[src/rtl/pong_multi_ball_if.sv]
// Pixel/control bundle between the VGA counter, the multi-ball generator and
// the image sender. The producer side (counter and control) is the master;
// the ball generator is the slave.
//
// Handshake: this path has no valid/ready pair. The pixel stream is
// implicitly valid on every clock, and every output follows its inputs by
// exactly one clock. frame_tick and start are single-cycle pulses, pause is a
// level, and wall_hit is a single-cycle pulse.
interface pong_multi_ball_if #(
  parameter int NUM_BALLS = 4
);
  logic [9:0]           hori_cnt;
  logic [9:0]           vert_cnt;
  logic                 frame_tick;
  logic                 start;
  logic                 pause;
  logic [11:0]          rgb_colour;
  logic                 on;
  logic [NUM_BALLS-1:0] wall_hit;
  logic                 running;
  logic [1:0]           dbg_state;

  modport master (
    output hori_cnt, vert_cnt, frame_tick, start, pause,
    input  rgb_colour, on, wall_hit, running, dbg_state
  );

  modport slave (
    input  hori_cnt, vert_cnt, frame_tick, start, pause,
    output rgb_colour, on, wall_hit, running, dbg_state
  );
endinterface

[src/rtl/pong_multi_ball.sv]
// N-ball generator for the VGA pong path. Each ball moves on a coarse grid
// (one cell = 2^SCALE_SHIFT pixels square) and reflects off the walls.
// Motion is stepped once every FRAMES_PER_STEP frame ticks while running.
// The pixel colour is composited with the lowest-index ball on top and is
// registered, so it lags hori_cnt/vert_cnt by one clock.
module pong_multi_ball #(
  parameter int                      NUM_BALLS       = 4,
  parameter int                      H_ACTIVE        = 640,
  parameter int                      V_ACTIVE        = 480,
  parameter int                      SCALE_SHIFT     = 4,
  parameter int                      FRAMES_PER_STEP = 4,
  parameter logic [12*NUM_BALLS-1:0] BALL_COLOURS    = 48'hF00_0F0_00F_FF0,
  parameter logic [11:0]             BG_COLOUR       = 12'h000
) (
  input logic              clk,
  input logic              reset,
  pong_multi_ball_if.slave bus
);

  localparam int         GRID_W   = H_ACTIVE >> SCALE_SHIFT;
  localparam int         GRID_H   = V_ACTIVE >> SCALE_SHIFT;
  localparam logic [5:0] X_MAX    = 6'(GRID_W - 1);
  localparam logic [5:0] Y_MAX    = 6'(GRID_H - 1);
  localparam logic [7:0] DIV_LAST = 8'(FRAMES_PER_STEP - 1);

  // Reject parameter sets where the reset layout would not fit on the grid.
  if (NUM_BALLS < 1 || NUM_BALLS > 8) begin : g_bad_num_balls
    $error("pong_multi_ball: NUM_BALLS must be 1..8");
  end
  if (FRAMES_PER_STEP < 1 || FRAMES_PER_STEP > 255) begin : g_bad_frames
    $error("pong_multi_ball: FRAMES_PER_STEP must be 1..255");
  end
  if (NUM_BALLS * 4 + 1 > GRID_W - 1 || NUM_BALLS * 3 + 1 > GRID_H - 1) begin : g_bad_grid
    $error("pong_multi_ball: reset ball layout does not fit the grid");
  end

  typedef enum logic [1:0] {
    IDLE   = 2'd0,
    RUN    = 2'd1,
    PAUSED = 2'd2
  } state_t;

  state_t               state;
  state_t               state_nx;
  logic                 running_c;
  logic                 step_en;
  logic [7:0]           div;

  logic [5:0]           x      [NUM_BALLS];
  logic [5:0]           y      [NUM_BALLS];
  logic [NUM_BALLS-1:0] dx_neg;
  logic [NUM_BALLS-1:0] dy_neg;

  logic [5:0]           x_nx   [NUM_BALLS];
  logic [5:0]           y_nx   [NUM_BALLS];
  logic [NUM_BALLS-1:0] dx_neg_nx;
  logic [NUM_BALLS-1:0] dy_neg_nx;
  logic [NUM_BALLS-1:0] hit_nx;
  logic [NUM_BALLS-1:0] wall_hit_q;

  logic [9:0]           cell_x;
  logic [9:0]           cell_y;
  logic                 active;
  logic [11:0]          rgb_nx;
  logic                 on_nx;
  logic [11:0]          rgb_q;
  logic                 on_q;

  // State register.
  always_ff @(posedge clk or posedge reset) begin
    if (reset) state <= IDLE;
    else       state <= state_nx;
  end

  // Next state: start leaves IDLE, pause toggles between RUN and PAUSED.
  always_comb begin
    state_nx = state;
    unique case (state)
      IDLE:    if (bus.start)  state_nx = RUN;
      RUN:     if (bus.pause)  state_nx = PAUSED;
      PAUSED:  if (!bus.pause) state_nx = RUN;
      default: state_nx = IDLE;
    endcase
  end

  // State outputs: running flag and the step strobe on the last divided tick.
  always_comb begin
    running_c = (state == RUN);
    step_en   = running_c && bus.frame_tick && (div == DIV_LAST);
  end

  // Frame divider counts ticks only while running and wraps on the step tick.
  always_ff @(posedge clk or posedge reset) begin
    if (reset) begin
      div <= '0;
    end else if (running_c && bus.frame_tick) begin
      div <= (div == DIV_LAST) ? 8'd0 : div + 8'd1;
    end
  end

  // Per-ball next position: reflect at either wall, else advance one cell.
  always_comb begin
    for (int i = 0; i < NUM_BALLS; i++) begin
      x_nx[i]      = dx_neg[i] ? x[i] - 6'd1 : x[i] + 6'd1;
      y_nx[i]      = dy_neg[i] ? y[i] - 6'd1 : y[i] + 6'd1;
      dx_neg_nx[i] = dx_neg[i];
      dy_neg_nx[i] = dy_neg[i];
      hit_nx[i]    = 1'b0;
      if (!dx_neg[i] && x[i] == X_MAX) begin
        x_nx[i]      = X_MAX - 6'd1;
        dx_neg_nx[i] = 1'b1;
        hit_nx[i]    = 1'b1;
      end else if (dx_neg[i] && x[i] == 6'd0) begin
        x_nx[i]      = 6'd1;
        dx_neg_nx[i] = 1'b0;
        hit_nx[i]    = 1'b1;
      end
      if (!dy_neg[i] && y[i] == Y_MAX) begin
        y_nx[i]      = Y_MAX - 6'd1;
        dy_neg_nx[i] = 1'b1;
        hit_nx[i]    = 1'b1;
      end else if (dy_neg[i] && y[i] == 6'd0) begin
        y_nx[i]      = 6'd1;
        dy_neg_nx[i] = 1'b0;
        hit_nx[i]    = 1'b1;
      end
    end
  end

  // Ball state: staggered diagonal layout on reset, updated only on a step.
  always_ff @(posedge clk or posedge reset) begin
    if (reset) begin
      for (int i = 0; i < NUM_BALLS; i++) begin
        x[i]      <= 6'(4 * i + 1);
        y[i]      <= 6'(3 * i + 1);
        dx_neg[i] <= 1'b0;
        dy_neg[i] <= 1'(i % 2);
      end
    end else if (step_en) begin
      for (int i = 0; i < NUM_BALLS; i++) begin
        x[i]      <= x_nx[i];
        y[i]      <= y_nx[i];
        dx_neg[i] <= dx_neg_nx[i];
        dy_neg[i] <= dy_neg_nx[i];
      end
    end
  end

  // Wall-hit pulses: one cycle after a step, one bit per reflecting ball.
  always_ff @(posedge clk or posedge reset) begin
    if (reset) wall_hit_q <= '0;
    else       wall_hit_q <= step_en ? hit_nx : '0;
  end

  assign cell_x = bus.hori_cnt >> SCALE_SHIFT;
  assign cell_y = bus.vert_cnt >> SCALE_SHIFT;
  assign active = (bus.hori_cnt < 10'(H_ACTIVE)) && (bus.vert_cnt < 10'(V_ACTIVE));

  // Compositor: walk from the highest index down so the lowest index wins.
  always_comb begin
    rgb_nx = BG_COLOUR;
    on_nx  = 1'b0;
    for (int i = NUM_BALLS - 1; i >= 0; i--) begin
      if (active && cell_x == {4'd0, x[i]} && cell_y == {4'd0, y[i]}) begin
        rgb_nx = BALL_COLOURS[12*i +: 12];
        on_nx  = 1'b1;
      end
    end
  end

  // Registered pixel output.
  always_ff @(posedge clk or posedge reset) begin
    if (reset) begin
      rgb_q <= BG_COLOUR;
      on_q  <= 1'b0;
    end else begin
      rgb_q <= rgb_nx;
      on_q  <= on_nx;
    end
  end

  assign bus.rgb_colour = rgb_q;
  assign bus.on         = on_q;
  assign bus.wall_hit   = wall_hit_q;
  assign bus.running    = running_c;
  assign bus.dbg_state  = state;

endmodule

[src/flat_wrapper.sv]
// flat-port wrapper written by rule: the top's interface ports become plain ports
module pong_multi_ball_flat 
#(
  parameter int                      NUM_BALLS       = 4,
  parameter int                      H_ACTIVE        = 640,
  parameter int                      V_ACTIVE        = 480,
  parameter int                      SCALE_SHIFT     = 4,
  parameter int                      FRAMES_PER_STEP = 4,
  parameter logic [12*NUM_BALLS-1:0] BALL_COLOURS    = 48'hF00_0F0_00F_FF0,
  parameter logic [11:0]             BG_COLOUR       = 12'h000
)
  (clk, reset, bus_hori_cnt, bus_vert_cnt, bus_frame_tick, bus_start, bus_pause, bus_rgb_colour, bus_on, bus_wall_hit, bus_running, bus_dbg_state);
  pong_multi_ball_if #(.NUM_BALLS(NUM_BALLS)) bus_i ();
  input logic clk;
  input logic reset;
  input wire logic [$bits(bus_i.hori_cnt)-1:0] bus_hori_cnt;
  input wire logic [$bits(bus_i.vert_cnt)-1:0] bus_vert_cnt;
  input wire logic [$bits(bus_i.frame_tick)-1:0] bus_frame_tick;
  input wire logic [$bits(bus_i.start)-1:0] bus_start;
  input wire logic [$bits(bus_i.pause)-1:0] bus_pause;
  output wire logic [$bits(bus_i.rgb_colour)-1:0] bus_rgb_colour;
  output wire logic [$bits(bus_i.on)-1:0] bus_on;
  output wire logic [$bits(bus_i.wall_hit)-1:0] bus_wall_hit;
  output wire logic [$bits(bus_i.running)-1:0] bus_running;
  output wire logic [$bits(bus_i.dbg_state)-1:0] bus_dbg_state;
  assign bus_i.hori_cnt = bus_hori_cnt;
  assign bus_i.vert_cnt = bus_vert_cnt;
  assign bus_i.frame_tick = bus_frame_tick;
  assign bus_i.start = bus_start;
  assign bus_i.pause = bus_pause;
  assign bus_rgb_colour = bus_i.rgb_colour;
  assign bus_on = bus_i.on;
  assign bus_wall_hit = bus_i.wall_hit;
  assign bus_running = bus_i.running;
  assign bus_dbg_state = bus_i.dbg_state;
  pong_multi_ball #(.NUM_BALLS(NUM_BALLS), .H_ACTIVE(H_ACTIVE), .V_ACTIVE(V_ACTIVE), .SCALE_SHIFT(SCALE_SHIFT), .FRAMES_PER_STEP(FRAMES_PER_STEP), .BALL_COLOURS(BALL_COLOURS), .BG_COLOUR(BG_COLOUR)) u_core (.clk(clk), .reset(reset), .bus(bus_i));
endmodule
[config.mk]
export PLATFORM = sky130hd
export DESIGN_NAME = pong_multi_ball_flat
export DESIGN_NICKNAME = d
export VERILOG_FILES = /design/src/rtl/pong_multi_ball_if.sv /design/src/rtl/pong_multi_ball.sv /design/src/flat_wrapper.sv
export SDC_FILE = /design/constraint.sdc
export NUM_CORES = 1
export LEC_CHECK = 0
export CORE_MARGIN = 1
export CORE_UTILIZATION = 38
export DETAILED_ROUTE_END_ITERATION = 16
export GPL_ROUTABILITY_DRIVEN = 0
export HOLD_SLACK_MARGIN = 0.02
export PLACE_DENSITY = 0.68
export SYNTH_ARGS = -nofsm -noshare
export SYNTH_HDL_FRONTEND = slang
export SYNTH_SLANG_ARGS = --single-unit
[constraint.sdc]
create_clock -name clk -period 2.9 [get_ports clk]
set_input_delay 0.29 -clock clk [delete_from_list [all_inputs] [get_ports clk]]
set_output_delay 0.29 -clock clk [all_outputs]
set_load 0.05 [all_outputs]
==> metrics, run 1 <==
outcome finished clean; Power, Total 5150 uW; count of non-filler cells in the finished layout 788; Syn Inst Count 584; count of final max-slew check failures 0; IO Port Bufs 36; routed wire length 12100 microns; htree depth 3; Final Critical Period 2.24 ns; critical path buffer and inverter count 0; clk_lat worst skew 0.35 ns; Post-DP HPWL 9020 microns; max cap viols 0; DP Cell Count 772; post-synthesis net count 650; Syn Area/Cell 9.30 sq um; # rows 43; synthesized area 0.00543 sq mm; WS Path Type reg2reg; GRT Total Usage 0.177; fmax 0.446 GHz; clk sink count 74; Critical Path AT 2.47 ns; clock-pin slew on the worst setup and hold paths 0.06 ns; P_leak 0.00295 uW; RSZ-0062 raised after global routing false; Peak VDD IR 0.420 mV; Final Cycle Share 0.774; Routed wire per std cell 15.4 microns; biggest area consumer among synthesized cells dfrtp_1; Die Y 122 microns; Synth top area share 0.263; layout cell share with drive strength beyond 1 0.0757; Setup Skew 0.00692 ns; placed instance area 0.00588 sq mm; Setup WS pre-CTS 0.543 ns; post-route cell area 0.00619 sq mm; initial core utilization 0.390; DRC 0; post-synthesis register bit count 74; final worst slack 0.656 ns; post-CTS setup buffer count 0; slowest stage cell, crit path dfrtp_1; most frequent cells after synthesis xor2_1 (61), dfrtp_1 (57), nand2_1 (52); largest net degree at the start of global routing 49; startpoint types flip-flop; CP required 3.12 ns; CTS buffer count 9; pwr dens 832 mW/mm^2; Hold Violations, Final 0; ranking of synthesized cells by area dfrtp_1 (26%), xor2_1 (9.8%), dfstp_2 (8.2%); Die Wd 122 microns; Fin Setup TNS 0 ns; vias in the first global route 4293; Crit path max-delay family compound AO/OA/AOI/OAI gates; total number of vias 4352; first-pass GRT wire length 20600 microns; Worst Hold Class in2async; Yosys warnings 0; die area 0.0148 sq mm; CTS hold repair buffers 0; # IOs 45; Slew HR 0.597; synthesis-to-finish area growth 14.1%; critical path cell sequence ha_1 -> a211o_1 -> a2111oi_0 -> nand3b_1 -> a21oi_1 -> o21bai_1; cell with the most instances after synthesis xor2_1; asr flop ratio synth 1.00; biggest cell delay along the critical path 0.49 ns; Inserted Diodes 0; post_cts resized 0; critical path fanouts, max 10; DRT iter0 DRCs 252; worst-margin pin slew 0.604 ns; endpoints failing setup 0; initial antenna violation count 0; Post-synth EDFFs 0; Critical Path End Type flip-flop; sequential area share after synthesis 0.345; CTS root buffer clkbuf_16; post-synthesis cell type count 55; Synth Flop Type dfrtp_1; Initial DRT Pass Iterations 4; core area 0.0139 sq mm; total gr overflow 0; Bufs on Longest Clock Path 2; CTS tree built; Final ANT Viol Nets 0; fin nets 669; vias per cell 5.52
-- power by group --
part	switching [uW]	internal, uW
clock network	428	770
logic	1080	982
registers	498	1390
-- layer usage --
layer | GRT usage | routed length, microns
met2 | 0.303 | 5970
met5 | 0 | 0
met1 | 0.212 | 5380
met4 | 0.0679 | 257
met3 | 0.0445 | 527
-- flip-flops by register name, indices dropped and copies added, names as in the netlist --
name	flops
u_core.bus.rgb_colour	3
u_core.y	24
u_core.bus.dbg_state	2
u_core.div	8
u_core.bus.on	1
u_core.dx_neg	4
u_core.dy_neg	4
u_core.bus.wall_hit	4
u_core.x	24
-- cell usage in the layout, fill, tap and decap left out, types with 9 or more instances in the layout --
cell type	count
a21o_1	17
a21oi_1	28
a31oi_1	13
clkbuf_16	9
clkdlybuf4s50_1	36
dfrtp_1	57
dfstp_2	17
ha_1	33
inv_1	21
nand2_1	52
nand3_1	11
nand4_1	16
nor2_1	29
nor3_1	10
nor4_1	17
o21ai_0	37
xnor2_1	23
xor2_1	61
-- worst paths after layout --
kind,cells after the start,end,slack [ns],from
worst max-delay path,6,u_core.x[17],0.66,u_core.dx_neg[1]
worst min-delay path,2,u_core.bus.dbg_state[1],0.35,reset
worst max register to register,6,u_core.x[17],0.66,u_core.dx_neg[1]
worst min register to register,2,u_core.y[7],0.51,u_core.y[7]
max in group asynchronous,3,u_core.x[9],1.84,reset
min in group clk,2,u_core.y[7],0.51,u_core.y[7]
-- cell type report --
type,instances,area (sq um)
fill,1307,7740
multi-input combinational,455,3280
sequential,74,1870
timing repair buffer,41,410
clock buffer,10,239
tap,180,225
inverter,22,82.6
clock inverter,6,80.1
-- through the flow --
step	utilization	hold WS, ns
after CTS	0.445	0.369
final	0.445	0.345
after global routing	0.445	0.419
after global placement	0.422	0.481
after floorplan	-	0.399
after detailed placement	0.422	0.493
-- cells by family (layout without fill, tap and decap cells) --
kind of cell               Yosys count  after routing  share of synthesized area
DFF                                 74             74                      0.345
xor gates and xnor gates            84             84                      0.135
and+or+nand+nor                    182            182                      0.181
AOI/OAI and AO/OA                  140            140                      0.166
adders and majority gates           41             41                      0.106
buffers and inverters               55             79                     0.0512
muxes                                8              8                     0.0157
Note: power is estimated with default switching activity, not from simulation.
==> run 2: changes to the inputs <==
Clock period 2.9 ns to 2.29 ns, I/O delays scaled along.
==> run 2 against run 1 <==
Against the previous run: flip-flop and latch count is the same; hold slack lost 0.19 ns; first-iteration DRC count rose by 16%; final area is 0.69% higher; via count grew 0.64%; clock power rose by 8%; utilization increased by 0.31 points; sequential power rose by 27%; wire length up 0.69%; critical endpoint is now u_core.x[23].
==> metrics, run 2 (synthesis results as in run 1) <==
critical path buffer and inverter count 0; Bufs on Longest Clock Path 2; startpoint types flip-flop; WS Path Type reg2reg; P_int 3800 uW; clock group share of total power 0.203; die area 0.0148 sq mm; FF-to-FF End u_core.x[23]; Critical Path AT 2.37 ns; fin nets 678; DRT iter0 DRCs 293; IO Port Bufs 36; Peak VDD IR 0.548 mV; synthesis-to-finish area growth 14.9%; total gr overflow 0; Worst Hold Class in2async; critical path cell sequence ha_1 -> o21ai_0 -> or4b_1 -> o2111ai_1 -> a21boi_1 -> a211o_1; Final ANT Viol Nets 0; layout cell share with drive strength beyond 1 0.0844; Die Wd 122 microns; CTS buffer count 9; Final Critical Period 2.14 ns; fmax 0.467 GHz; clk sink count 74; Post-DP HPWL 9010 microns; Critical Path End Type flip-flop; Slew HR 0.649; routed wire length 12200 microns; Crit path max-delay family compound AO/OA/AOI/OAI gates; core area 0.0139 sq mm; biggest cell delay along the critical path 0.49 ns; P_leak 0.00296 uW; CP required 2.52 ns; slowest stage cell, crit path dfrtp_1; Final Cycle Share 0.934; reg2reg path depth 6; Setup Skew 0.00690 ns; setup slack, reg-to-reg 0.15 ns; RSZ-0062 raised after global routing false; clk_lat worst skew 0.35 ns; Initial DRT Pass Iterations 5; vias per cell 5.50; max cap viols 0; Die Y 122 microns; Inserted Diodes 0; most frequent cells in the layout xor2_1 (61), dfrtp_1 (57), nand2_1 (52); largest net degree at the start of global routing 53; initial antenna violation count 0; outcome finished clean; fillcell total 1284; DRC 0; clock-pin slew on the worst setup and hold paths 0.06 ns; initial core utilization 0.390; first-pass GRT wire length 21000 microns; total number of vias 4380; CTS tree built; critical path fanouts, max 9; instance count on the critical path 6; endpoints failing setup 0; commonest non-fill, non-tap cell in the layout xor2_1; switching pwr 2540 uW; count of final max-slew check failures 0; Hold Violations, Final 0; pwr dens 1020 mW/mm^2; sequential cell fraction of total power 0.378; worst setup path start u_core.dx_neg[0]; Fin Setup TNS 0 ns; # rows 43; reg2reg start u_core.dx_neg[0]; CTS root buffer clkbuf_16; # IOs 45; htree depth 3; biggest regs u_core.x: 24 flops, u_core.y: 24 flops, u_core.div: 8 flops; Comb power frac 0.419; sw frac 0.400; Routed wire per std cell 15.3 microns; worst-margin pin slew 0.521 ns; Final Util 0.448; GRT Total Usage 0.180; CTS hold repair buffers 0; vias in the first global route 4498
==> run 2: changes by cell type in the layout (fill, tap and decap cells not counted), sizes merged <==
cell / previous run / this run
buf: 5 / 14
clkbuf: 10 / 14
clkinv: 4 / 1
bufinv: 2 / 0
==> run 2: worst register-to-register path: cells and delay by family, from the launching register on <==
kind | cells | cell delay, ns
DFF | 1 | 0.49
AOI/OAI and AO/OA | 4 | 0.68
and+or+nand+nor | 1 | 0.49
adders and majority gates | 1 | 0.37
==> run 2: repair_timing <==
item                                    4_1_cts  5_1_grt
endpoints found under the setup margin        0        3
gates resized for setup                       0        4
setup buffers                                 0        0
==> run 2: worst max-delay path by stage <==
stage / slack [ns] / to
after global routing: 0.007 / u_core.x[23]
final: 0.15 / u_core.x[23]
after global placement: 0.16 / u_core.y[17]
after CTS: 0.04 / u_core.x[11]
after detailed placement: 0.07 / u_core.x[11]
after floorplan: 0.21 / u_core.bus.dbg_state[0]
==> run 2: per-stage QoR <==
step | worst slack [ns] | total power [uW] | cells | instance area (sq um) | hold slack (ns)
6_report | 0.150 | 6340 | 796 | 6240 | 0.150
2_1_floorplan | 0.208 | 4360 | 584 | 5430 | 0.338
4_1_cts | 0.0420 | 6360 | 796 | 6210 | 0.144
3_3_place_gp | 0.163 | 4930 | 781 | 5960 | 0.479
3_5_place_dp | 0.0690 | 5030 | 781 | 5960 | 0.497
5_1_grt | 0.00738 | 6880 | 796 | 6240 | 0.166
==> run 2: layout make-up <==
class / count / area (sq um) / area share
Multi-Input combinational cell: 455 / 3300 / 0.530
Sequential cell: 74 / 1870 / 0.300
Timing Repair Buffer: 50 / 494 / 0.0792
Clock buffer: 14 / 254 / 0.0407
Tap cell: 180 / 225 / 0.0361
Inverter: 22 / 82.6 / 0.0132
Clock inverter: 1 / 5.00 / 0.000802
==> run 2: per-layer routing <==
layer | vias up | GRT usage | wire, microns
li1 | 2151 | - | -
met2 | 89 | 0.309 | 5960
met3 | 26 | 0.0482 | 472
met5 | - | 0 | 0
met4 | 0 | 0.0671 | 279
met1 | 2114 | 0.215 | 5500
==> run 2: power by group through the flow <==
stage               logic (uW)  clock network, uW  registers (uW)
finish                    2660               1290            2400
global placement          2550                  0            2380
floorplan                 2130                  0            2240
detailed placement        2620                  0            2410
CTS                       2650               1320            2390
global route              3030               1380            2470
==> run 3: changes to the inputs <==
Settings changed: ABC_CLOCK_PERIOD_IN_PS from default to 2450.
Clock period 2.29 ns to 2.45 ns, I/O delays scaled along.
==> run 3 against run 2 <==
Against the previous run: register-to-register slack improved by 0.10 ns; die area did not move; sequential power fell by 7%; total power fell by 6.4%; setup slack improved by 0.10 ns; sequential share of layout area rose by 0.23 points; largest power group unchanged.
==> metrics, run 3 (synthesis results as in run 1) <==
setup slack, reg-to-reg 0.26 ns; Critical Path End Type flip-flop; Die Y 122 microns; fin nets 674; critical path cell sequence ha_1 -> o21ai_0 -> or4b_1 -> o2111ai_1 -> a21boi_1 -> a211o_1; Die Wd 122 microns; count of final max-slew check failures 0; core area 0.0139 sq mm; placed instance area 0.00591 sq mm; DRT iter0 DRCs 355; DP Cell Count 777; Final ANT Viol Nets 0; Fin Setup TNS 0 ns; FF-to-FF End u_core.x[23]; total gr overflow 0; initial core utilization 0.390; largest net degree at the start of global routing 37; sequential standard cell area 0.00187 sq mm; routed wire length 12400 microns; WS Path Type reg2reg; clock-pin slew on the worst setup and hold paths 0.06 ns; clk sink count 74; worst setup path start u_core.dx_neg[0]; GRT Total Usage 0.177; commonest non-fill, non-tap cell in the layout xor2_1; first-pass GRT wire length 20700 microns; biggest regs u_core.x: 24 flops, u_core.y: 24 flops, u_core.div: 8 flops; critical path fanouts, max 12; # rows 43; Slew HR 0.633; Routed wire per std cell 15.6 microns; Critical Path AT 2.42 ns; post-route cell area 0.00619 sq mm; initial antenna violation count 0; Final Critical Period 2.19 ns; count of non-filler cells in the finished layout 793; Hold Violations, Final 0; fmax 0.456 GHz; outcome finished clean; Post-DP HPWL 9180 microns; # IOs 45; area of the multi-input gates 0.00328 sq mm; startpoint types flip-flop; CP required 2.68 ns; total number of vias 4385; vias in the first global route 4308; CTS tree built; fillcell total 1298; IO Port Bufs 36; clk_lat worst skew 0.34 ns; CTS hold repair buffers 0; RSZ-0062 raised after global routing false; biggest cell delay along the critical path 0.49 ns; slowest stage cell, crit path dfrtp_1; P_leak 0.00294 uW; most frequent cells in the layout xor2_1 (61), dfrtp_1 (57), nand2_1 (52); reg2reg path depth 6; Setup Skew 0.00827 ns; DRC 0; reg2reg start u_core.dx_neg[0]; Final Cycle Share 0.896; Bufs on Longest Clock Path 2; Worst Hold Class in2async; endpoints failing setup 0; CTS root buffer clkbuf_16; CTS buffer count 9; vias per cell 5.53; layout cell share with drive strength beyond 1 0.0783; final worst slack 0.255 ns; synthesis-to-finish area growth 14.0%; worst-margin pin slew 0.550 ns; Final Hold Slack 0.285 ns; critical path buffer and inverter count 0; Peak VDD IR 0.699 mV; Crit path max-delay family compound AO/OA/AOI/OAI gates; pwr dens 959 mW/mm^2; Inserted Diodes 0; post-CTS setup buffer count 0; die area 0.0148 sq mm; post_cts resized 0; htree depth 3; Initial DRT Pass Iterations 4; Setup WS pre-CTS 0.268 ns; max cap viols 0
==> run 3: layer usage <==
| layer | global-route usage | up-vias | share of wire |
|---|---|---|---|
| met5 | 0 | - | 0 |
| met4 | 0.0810 | 0 | 0.022 |
| met3 | 0.0290 | 24 | 0.043 |
| met2 | 0.302 | 104 | 0.49 |
| met1 | 0.218 | 2116 | 0.45 |
| li1 | - | 2141 | - |
==> run 3: worst reg2reg max path: cells and delay by family (launching register included) <==
kind	cells	cell delay (ns)
and+or+nand+nor	1	0.49
AOI/OAI and AO/OA	4	0.68
adders and majority gates	1	0.41
DFF	1	0.49
==> run 3: area by class of cell <==
cell class / instances / area share
multi-input cells: 455 / 0.531
flip-flops and latches: 74 / 0.303
repair buffers: 46 / 0.0724
clock buffers: 14 / 0.0427
well taps: 180 / 0.0364
inverters: 22 / 0.0133
clock inverters: 2 / 0.00202
==> run 3: stage by stage <==
step | utilization | total power [uW]
6_report | 0.444 | 5940
5_1_grt | 0.444 | 6390
4_1_cts | 0.444 | 5970
3_5_place_dp | 0.424 | 4690
3_3_place_gp | 0.424 | 4570
2_1_floorplan | - | 4080
==> run 3: worst max-delay path by stage <==
stage / end / cells after the start / slack (ns)
3_5_place_dp: u_core.y[11] / 6 / 0.27
3_3_place_gp: u_core.y[17] / 6 / 0.34
5_1_grt: u_core.y[5] / 7 / 0.14
4_1_cts: u_core.y[11] / 6 / 0.26
2_1_floorplan: u_core.bus.dbg_state[0] / 1 / 0.35
6_report: u_core.x[23] / 6 / 0.26
==> run 3: power breakdown <==
group,switching (uW),internal [uW],total [uW]
Sequential,597,1650,2240
Clock,496,740,1240
Combinational,1290,1170,2460
